### src/rtl/syscall_pkg.sv
// Shared definitions for the syscall sequencer: syscall codes, register
// index of $v0, the controller state encoding and the supported-code test.
package syscall_pkg;

    localparam logic [31:0] SYS_PRINT_INT  = 32'd1;
    localparam logic [31:0] SYS_PRINT_STR  = 32'd4;
    localparam logic [31:0] SYS_READ_INT   = 32'd5;
    localparam logic [31:0] SYS_EXIT       = 32'd10;
    localparam logic [31:0] SYS_PRINT_CHAR = 32'd11;

    localparam logic [4:0]  V0_REG         = 5'd2;

    typedef enum logic [2:0] {
        ST_IDLE      = 3'd0,
        ST_EMIT      = 3'd1,
        ST_STR_FETCH = 3'd2,
        ST_STR_EMIT  = 3'd3,
        ST_READ_INT  = 3'd4,
        ST_WRITEBACK = 3'd5,
        ST_DONE      = 3'd6,
        ST_HALTED    = 3'd7
    } sys_state_e;

    // True for the codes the sequencer executes; anything else is a NOP.
    function automatic logic is_supported(input logic [31:0] code);
        logic ok;
        case (code)
            SYS_PRINT_INT, SYS_PRINT_STR, SYS_READ_INT,
            SYS_EXIT, SYS_PRINT_CHAR: ok = 1'b1;
            default:                  ok = 1'b0;
        endcase
        return ok;
    endfunction

endpackage

### src/rtl/byte_lane_select.sv
// Picks one byte out of a 32-bit memory word.
//   word          : memory word
//   lane          : byte address bits [1:0]
//   little_endian : 1 = byte 0 in bits 7:0, 0 = byte 0 in bits 31:24
//   lane_byte     : selected byte
module byte_lane_select (
    input  logic [31:0] word,
    input  logic [1:0]  lane,
    input  logic        little_endian,
    output logic [7:0]  lane_byte
);

    logic [1:0] pos_s;

    // Big-endian storage puts byte 0 in the top lane, so the index is mirrored.
    always_comb begin
        pos_s     = 2'd0;
        lane_byte = 8'd0;
        if (little_endian) begin
            pos_s = lane;
        end else begin
            pos_s = ~lane;
        end
        case (pos_s)
            2'd0:    lane_byte = word[7:0];
            2'd1:    lane_byte = word[15:8];
            2'd2:    lane_byte = word[23:16];
            2'd3:    lane_byte = word[31:24];
            default: lane_byte = 8'd0;
        endcase
    end

endmodule

### src/rtl/syscall_sequencer.sv
// Multi-cycle SYSCALL executor for the single-cycle MIPS core.
//   clock, reset        : clock, synchronous active-high reset
//   sys_enable, v0, a0  : SYSCALL decode and its register operands
//   mem_rdata           : memory word at sys_addr (combinational)
//   stall               : hold PC and suppress core register/memory writes
//   sys_mem, sys_addr   : borrow the data-memory address port for strings
//   sys_regwrite/data   : one-cycle write-back into $v0
//   out_*               : console output handshake (char or integer)
//   in_*                : console integer input handshake
//   halted              : exit executed, sticky until reset
module syscall_sequencer #(
    parameter int unsigned MAX_STR_LEN   = 256,
    parameter bit          LITTLE_ENDIAN = 1'b1
) (
    input  logic        clock,
    input  logic        reset,
    input  logic        sys_enable,
    input  logic [31:0] v0,
    input  logic [31:0] a0,
    input  logic [31:0] mem_rdata,
    output logic        stall,
    output logic        sys_mem,
    output logic [31:0] sys_addr,
    output logic        sys_regwrite,
    output logic [31:0] sys_data,
    output logic        out_valid,
    output logic        out_kind,
    output logic [31:0] out_data,
    input  logic        out_ready,
    input  logic        in_valid,
    input  logic [31:0] in_data,
    output logic        in_ready,
    output logic        halted
);

    import syscall_pkg::*;

    sys_state_e  state_r,        state_nxt_s;
    logic [31:0] ptr_r,          ptr_nxt_s;
    logic [31:0] count_r,        count_nxt_s;
    logic        out_valid_r,    out_valid_nxt_s;
    logic        out_kind_r,     out_kind_nxt_s;
    logic [31:0] out_data_r,     out_data_nxt_s;
    logic        sys_mem_r,      sys_mem_nxt_s;
    logic [31:0] sys_addr_r,     sys_addr_nxt_s;
    logic        in_ready_r,     in_ready_nxt_s;
    logic        sys_regwrite_r, sys_regwrite_nxt_s;
    logic [31:0] sys_data_r,     sys_data_nxt_s;
    logic        halted_r,       halted_nxt_s;
    logic        stall_s;
    logic [7:0]  lane_byte_s;
    logic [31:0] ptr_inc_s;
    logic [31:0] count_inc_s;

    assign ptr_inc_s   = ptr_r + 32'd1;
    assign count_inc_s = count_r + 32'd1;

    byte_lane_select u_lane (
        .word          (mem_rdata),
        .lane          (ptr_r[1:0]),
        .little_endian (LITTLE_ENDIAN),
        .lane_byte     (lane_byte_s)
    );

    // Next-state and next-output computation; every output is registered, so
    // the values below are what the outputs show in the following cycle.
    always_comb begin
        state_nxt_s        = state_r;
        ptr_nxt_s          = ptr_r;
        count_nxt_s        = count_r;
        out_valid_nxt_s    = out_valid_r;
        out_kind_nxt_s     = out_kind_r;
        out_data_nxt_s     = out_data_r;
        sys_mem_nxt_s      = 1'b0;
        sys_addr_nxt_s     = 32'd0;
        in_ready_nxt_s     = 1'b0;
        sys_regwrite_nxt_s = 1'b0;
        sys_data_nxt_s     = 32'd0;
        halted_nxt_s       = halted_r;
        case (state_r)
            ST_IDLE: begin
                if (sys_enable) begin
                    case (v0)
                        SYS_PRINT_INT: begin
                            state_nxt_s     = ST_EMIT;
                            out_valid_nxt_s = 1'b1;
                            out_kind_nxt_s  = 1'b1;
                            out_data_nxt_s  = a0;
                        end
                        SYS_PRINT_CHAR: begin
                            state_nxt_s     = ST_EMIT;
                            out_valid_nxt_s = 1'b1;
                            out_kind_nxt_s  = 1'b0;
                            out_data_nxt_s  = {24'd0, a0[7:0]};
                        end
                        SYS_PRINT_STR: begin
                            state_nxt_s    = ST_STR_FETCH;
                            ptr_nxt_s      = a0;
                            count_nxt_s    = 32'd0;
                            sys_mem_nxt_s  = 1'b1;
                            sys_addr_nxt_s = {a0[31:2], 2'b00};
                        end
                        SYS_READ_INT: begin
                            state_nxt_s    = ST_READ_INT;
                            in_ready_nxt_s = 1'b1;
                        end
                        SYS_EXIT: begin
                            state_nxt_s  = ST_HALTED;
                            halted_nxt_s = 1'b1;
                        end
                        default: state_nxt_s = ST_IDLE;
                    endcase
                end else begin
                    state_nxt_s = ST_IDLE;
                end
            end
            ST_EMIT: begin
                if (out_ready) begin
                    state_nxt_s     = ST_DONE;
                    out_valid_nxt_s = 1'b0;
                    out_kind_nxt_s  = 1'b0;
                    out_data_nxt_s  = 32'd0;
                end else begin
                    state_nxt_s = ST_EMIT;
                end
            end
            ST_STR_FETCH: begin
                // The fetched byte is held in out_data until the console takes it.
                if (lane_byte_s == 8'd0) begin
                    state_nxt_s = ST_DONE;
                end else begin
                    state_nxt_s     = ST_STR_EMIT;
                    out_valid_nxt_s = 1'b1;
                    out_kind_nxt_s  = 1'b0;
                    out_data_nxt_s  = {24'd0, lane_byte_s};
                end
            end
            ST_STR_EMIT: begin
                if (out_ready) begin
                    out_valid_nxt_s = 1'b0;
                    out_data_nxt_s  = 32'd0;
                    ptr_nxt_s       = ptr_inc_s;
                    count_nxt_s     = count_inc_s;
                    if (count_inc_s == MAX_STR_LEN) begin
                        state_nxt_s = ST_DONE;
                    end else begin
                        state_nxt_s    = ST_STR_FETCH;
                        sys_mem_nxt_s  = 1'b1;
                        sys_addr_nxt_s = {ptr_inc_s[31:2], 2'b00};
                    end
                end else begin
                    state_nxt_s = ST_STR_EMIT;
                end
            end
            ST_READ_INT: begin
                if (in_valid) begin
                    state_nxt_s        = ST_WRITEBACK;
                    sys_regwrite_nxt_s = 1'b1;
                    sys_data_nxt_s     = in_data;
                end else begin
                    state_nxt_s    = ST_READ_INT;
                    in_ready_nxt_s = 1'b1;
                end
            end
            ST_WRITEBACK: state_nxt_s = ST_IDLE;
            // sys_enable is still high here; going straight to IDLE keeps the
            // same SYSCALL from starting again before the PC moves on.
            ST_DONE:      state_nxt_s = ST_IDLE;
            ST_HALTED:    state_nxt_s = ST_HALTED;
            default:      state_nxt_s = ST_IDLE;
        endcase
    end

    // PC stall: combinational in IDLE so the SYSCALL's own cycle is held.
    always_comb begin
        stall_s = 1'b0;
        if (reset) begin
            stall_s = 1'b0;
        end else begin
            case (state_r)
                ST_IDLE:      stall_s = sys_enable && is_supported(v0);
                ST_WRITEBACK: stall_s = 1'b0;
                ST_DONE:      stall_s = 1'b0;
                default:      stall_s = 1'b1;
            endcase
        end
    end

    // State and registered outputs.
    always_ff @(posedge clock) begin
        if (reset) begin
            state_r        <= ST_IDLE;
            ptr_r          <= 32'd0;
            count_r        <= 32'd0;
            out_valid_r    <= 1'b0;
            out_kind_r     <= 1'b0;
            out_data_r     <= 32'd0;
            sys_mem_r      <= 1'b0;
            sys_addr_r     <= 32'd0;
            in_ready_r     <= 1'b0;
            sys_regwrite_r <= 1'b0;
            sys_data_r     <= 32'd0;
            halted_r       <= 1'b0;
        end else begin
            state_r        <= state_nxt_s;
            ptr_r          <= ptr_nxt_s;
            count_r        <= count_nxt_s;
            out_valid_r    <= out_valid_nxt_s;
            out_kind_r     <= out_kind_nxt_s;
            out_data_r     <= out_data_nxt_s;
            sys_mem_r      <= sys_mem_nxt_s;
            sys_addr_r     <= sys_addr_nxt_s;
            in_ready_r     <= in_ready_nxt_s;
            sys_regwrite_r <= sys_regwrite_nxt_s;
            sys_data_r     <= sys_data_nxt_s;
            halted_r       <= halted_nxt_s;
        end
    end

    assign stall        = stall_s;
    assign sys_mem      = sys_mem_r;
    assign sys_addr     = sys_addr_r;
    assign sys_regwrite = sys_regwrite_r;
    assign sys_data     = sys_data_r;
    assign out_valid    = out_valid_r;
    assign out_kind     = out_kind_r;
    assign out_data     = out_data_r;
    assign in_ready     = in_ready_r;
    assign halted       = halted_r;

endmodule

### config.mk
export PLATFORM = sky130hd
export DESIGN_NAME = syscall_sequencer
export DESIGN_NICKNAME = d
export VERILOG_FILES = /design/src/rtl/syscall_pkg.sv /design/src/rtl/byte_lane_select.sv /design/src/rtl/syscall_sequencer.sv
export SDC_FILE = /design/constraint.sdc
export NUM_CORES = 1
export LEC_CHECK = 0
export ABC_AREA = 1
export BUFFER_PORTS_ARGS = -buffer_cell sky130_fd_sc_hd__buf_4
export CAP_MARGIN = 15
export CORE_MARGIN = 2
export CORE_UTILIZATION = 35
export CTS_BUF_LIST = sky130_fd_sc_hd__clkbuf_16
export CTS_CLUSTER_SIZE = 12
export DETAILED_ROUTE_END_ITERATION = 12
export MAX_ROUTING_LAYER = met4
export PLACE_DENSITY = 0.62
export RECOVER_POWER = 25
export SYNTH_ARGS = -nofsm -noshare
export SYNTH_HDL_FRONTEND = slang
export SYNTH_SLANG_ARGS = --single-unit
### constraint.sdc
create_clock -name clock -period 4.8 [get_ports clock]
set_clock_uncertainty 0.15 [all_clocks]
set_input_delay 0.96 -clock clock [delete_from_list [all_inputs] [get_ports clock]]
set_output_delay 0.96 -clock clock [all_outputs]
set_load 0.1 [all_outputs]
==> summary.md <==
| Metric | Value |
|---|---|
| Total negative slack | 0 ns |
| Seq cells post-synth | around 170 |
| Hold Slack | 0.313 ns |
| Yosys warnings | 0 |
| Int Pwr | 2360 uW |
| Max Transition Viols Final | 115 |
| Pin count of the biggest net entering global routing | 97 |
| Fin cells | approximately 2.0k |
| Post-DP HPWL | roughly 23000 um |
| Outcome | finished with violations |
| Filler Cell Count | around 2.7k |
| Adder-Cell Fraction of Synth Area | less than 1% |
| Top achievable clock speed | 264 MHz |
| LEAKAGE | 0.00482 uW |
| Ports | 236 |
| # placed instances | 1948 |
| Unique masters post-synth | 38 |
| Vias per inst | between 4 and 5 |
| Largest family of logic cells by synthesized area | simple AND/OR/NAND/NOR gates |
| CP peak stage delay | about 1.4 ns |
| Initial antenna violation count | 0 |
| Post-synth EDFFs | 0 |
| Final hold violation count | 0 |
| Syn_area_per_cell | approximately 6.3 sq um |
| Post-CTS sizing | 0 |
| Die H | between 150 and 200 um |
| Sw Pwr | between 700 and 800 uW |
| Post-place setup slack | ~1.2 ns |
| Total track usage | 23.5% |
| Mux cell area share after synthesis | 0% |
| CP arrival | a little under 4 ns |
| Area Overhead vs Synth | 26.1% |
| Total CTS buffers | 17 |
| Diode count | 0 |
| Nets@finish | 1775 |
| Final setup margin | roughly 1.0 ns |
| Root Driver | clkbuf_16 |
| Top FF cell, synth | dfxtp_1 |
| Area of the multi-input gates | around 0.0048 sq mm |
| Clk Latency, worst-skew pair | around 0.44 ns |
| Power share of the sequential group | 44.9% |
| Clk sinks | around 170 |
| Compound-Gate Fraction of Synth Area | 12.5% |
| WP data required | just under 5 ns |
| Max-slew headroom | -15.3% |
| Setup Fix Bufs, Post-CTS | 0 |
| # H-tree levels | 4 |
| P per Cell Area | 270 mW/mm^2 |
| Post-Syn Instances | ~1.4k |
| Drt pass-1 iters | 5 |
| # hold bufs at CTS | 0 |
| Top cells by area, synth | dfxtp_1 37%, nand2_1 16%, nor2_1 10% |
| First-pass GRT wire length | 48600 um |
| Number of port buffers | about 230 |
| Clock Pin Slew Worst Setup and Hold Paths | about 0.07 ns |
| Clock tree buffer depth | 2 |
| Clk network pwr share | 49.4% |
| Worst Path Max Fanout | 79 |
| Logic pwr share | 5.7% |
| Grt total ovfl | 0 |
| WL per Instance | 15.3 um |
| VDD IR max | around 0.0002 V |
| Aggregate routed wire length | 30300 um |
| Synth top area share | a little under two fifths |
| Sequential share of the synthesized area | between 30% and 40% |
| Tmin final | roughly 3.8 ns |
| Placeable core region | 0.0253 sq mm |
| Vias | about 9.6k |
| Tightest Pin Transition | ~1.7 ns |
| Die X | 165 um |
| Switching share of power | about a quarter |
| Sequential cell area | between 0.003 and 0.004 sq mm |
| RSZ-0062 raised after global routing | no |
| Share of cells above drive strength 1 | between 10 and 15% |
| Crit start category | primary input |
| Largest area contributor in the netlist | dfxtp_1 |
| Async SR Flop Fraction | 0% |
| Worst Setup Path Type | primary input to flop |
| Die area | roughly 0.027 sq mm |
| Hold WC Path Type | flop to flop |
| 1st-iter DRT viols | between 400 and 500 |
| Max Cap Viol | 2 |
| Final setup violation count | 0 |
| Critical path, cell by cell | clkbuf_1 > clkbuf_2 > a21oi_1 |
| Area of the mapped netlist | slightly above 0.009 sq mm |
| Drc violations | 0 |
| Synth Area in Simple Gates | 38.0% |
| Synth Area in XOR/XNOR | about 1.7% |
| Number of global-route vias before repair | 9621 |
| Final worst path period share | between 70% and 80% |
| CP endpoint kind | flop |
| GP Congestion | roughly 0.9 |
| CTS tree | done |
| Failing checks | capacitance limit, slew limit |
| Critical Path Slowest Stage Cell | clkbuf_2 |
| Initial Util | 35.8% |
| DRT antenna net count | 0 |
| FP Rows | between 50 and 60 |
[power by group through the flow]
stage,clock [uW],combinational [uW],sequential (uW)
2_1_floorplan,0,64.3,1420
3_3_place_gp,0,175,1420
3_5_place_dp,0,177,1420
4_1_cts,1550,177,1380
5_1_grt,1600,191,1380
6_report,1520,175,1380
[registers in the layout, summed over array words and instances (netlist names)]
register and count:
count_r 32, out_data 32, ptr_r 32, sys_data 32
sys_addr 30, state_r 3, halted 1, in_ready 1
out_kind 1, out_valid 1, sys_mem 1, sys_regwrite 1
[logic make-up after synthesis]
family,count (synthesis)
simple gates,811
buf+inv,232
xor+xnor,18
other cells,1
compound gates,202
flops,167
fa+ha+maj,5
[layout by cell type (no fill, tap or decap), drive strengths merged, types with 6 or more instances in the layout]
| master | count |
|---|---|
| dfxtp | 167 |
| a211oi | 9 |
| a21oi | 112 |
| o31a | 7 |
| o21ai | 45 |
| nor4 | 6 |
| o21bai | 7 |
| buf | 175 |
| nor3 | 28 |
| nor2 | 264 |
| xor2 | 15 |
| nand4 | 18 |
| o22ai | 12 |
| clkbuf | 83 |
| nand3 | 75 |
| inv | 177 |
| nand2 | 401 |
| nand3b | 16 |
[worst max-delay path: cells and delay by family]
kind            cells  cell delay [ns]
compound gates      1             0.23
buf+inv             2             2.62
[final cells by class]
cell class,instances,share of cell area [%]
Timing Repair Buffer,241,13.7
Inverter,172,5.66
Tap cell,330,3.62
Clock inverter,14,1.87
Multi-Input combinational cell,1038,42.1
Clock buffer,17,3.73
Sequential cell,167,29.3
[cell usage after synthesis (2+ instances only)]
library cell	count
nand2_1	395
nor2_1	253
inv_1	171
dfxtp_1	167
a21oi_1	112
nand3_1	63
o21ai_0	44
clkbuf_1	40
nor3_1	28
nand4_1	18
nand3b_1	16
xor2_1	15
buf_2	12
nand3_2	12
o22ai_1	12
a211oi_1	9
o21bai_1	7
o31a_1	7
nor2_2	6
nor4_1	6
a22o_1	5
ha_1	5
nand2_2	5
nor2_4	5
buf_4	3
buf_6	3
xnor2_1	3
buf_1	2
o21a_1	2
or2_2	2
[through the flow]
| step | power [uW] | util (%) | area (sq um) |
|---|---|---|---|
| 5_1_grt | 3180 | 45.2 | 11400 |
| 3_3_place_gp | 1590 | 43.6 | 11000 |
| 2_1_floorplan | 1480 | - | 9060 |
| 4_1_cts | 3110 | 46.2 | 11700 |
| 3_5_place_dp | 1590 | 43.6 | 11000 |
| 6_report | 3080 | 45.2 | 11400 |
[worst paths after layout]
path	from	to	slack (ns)	cells after the start
worst max register to register	count_r[1]	sys_addr[13]	1.45	14
worst min register to register	out_data[8]	out_data[8]	0.31	2
worst max-delay path	reset	sys_addr[14]	1.01	3
worst min-delay path	out_data[8]	out_data[8]	0.31	2
[layer usage]
layer	track usage (%)	part of all wire, %	vias up
met1	27.1	42	4335
met5	-	0	-
met4	8.38	3.1	0
met3	4.39	5.2	54
met2	40.7	49	302
li1	-	-	4935
Power figures use the tool's default switching activity.
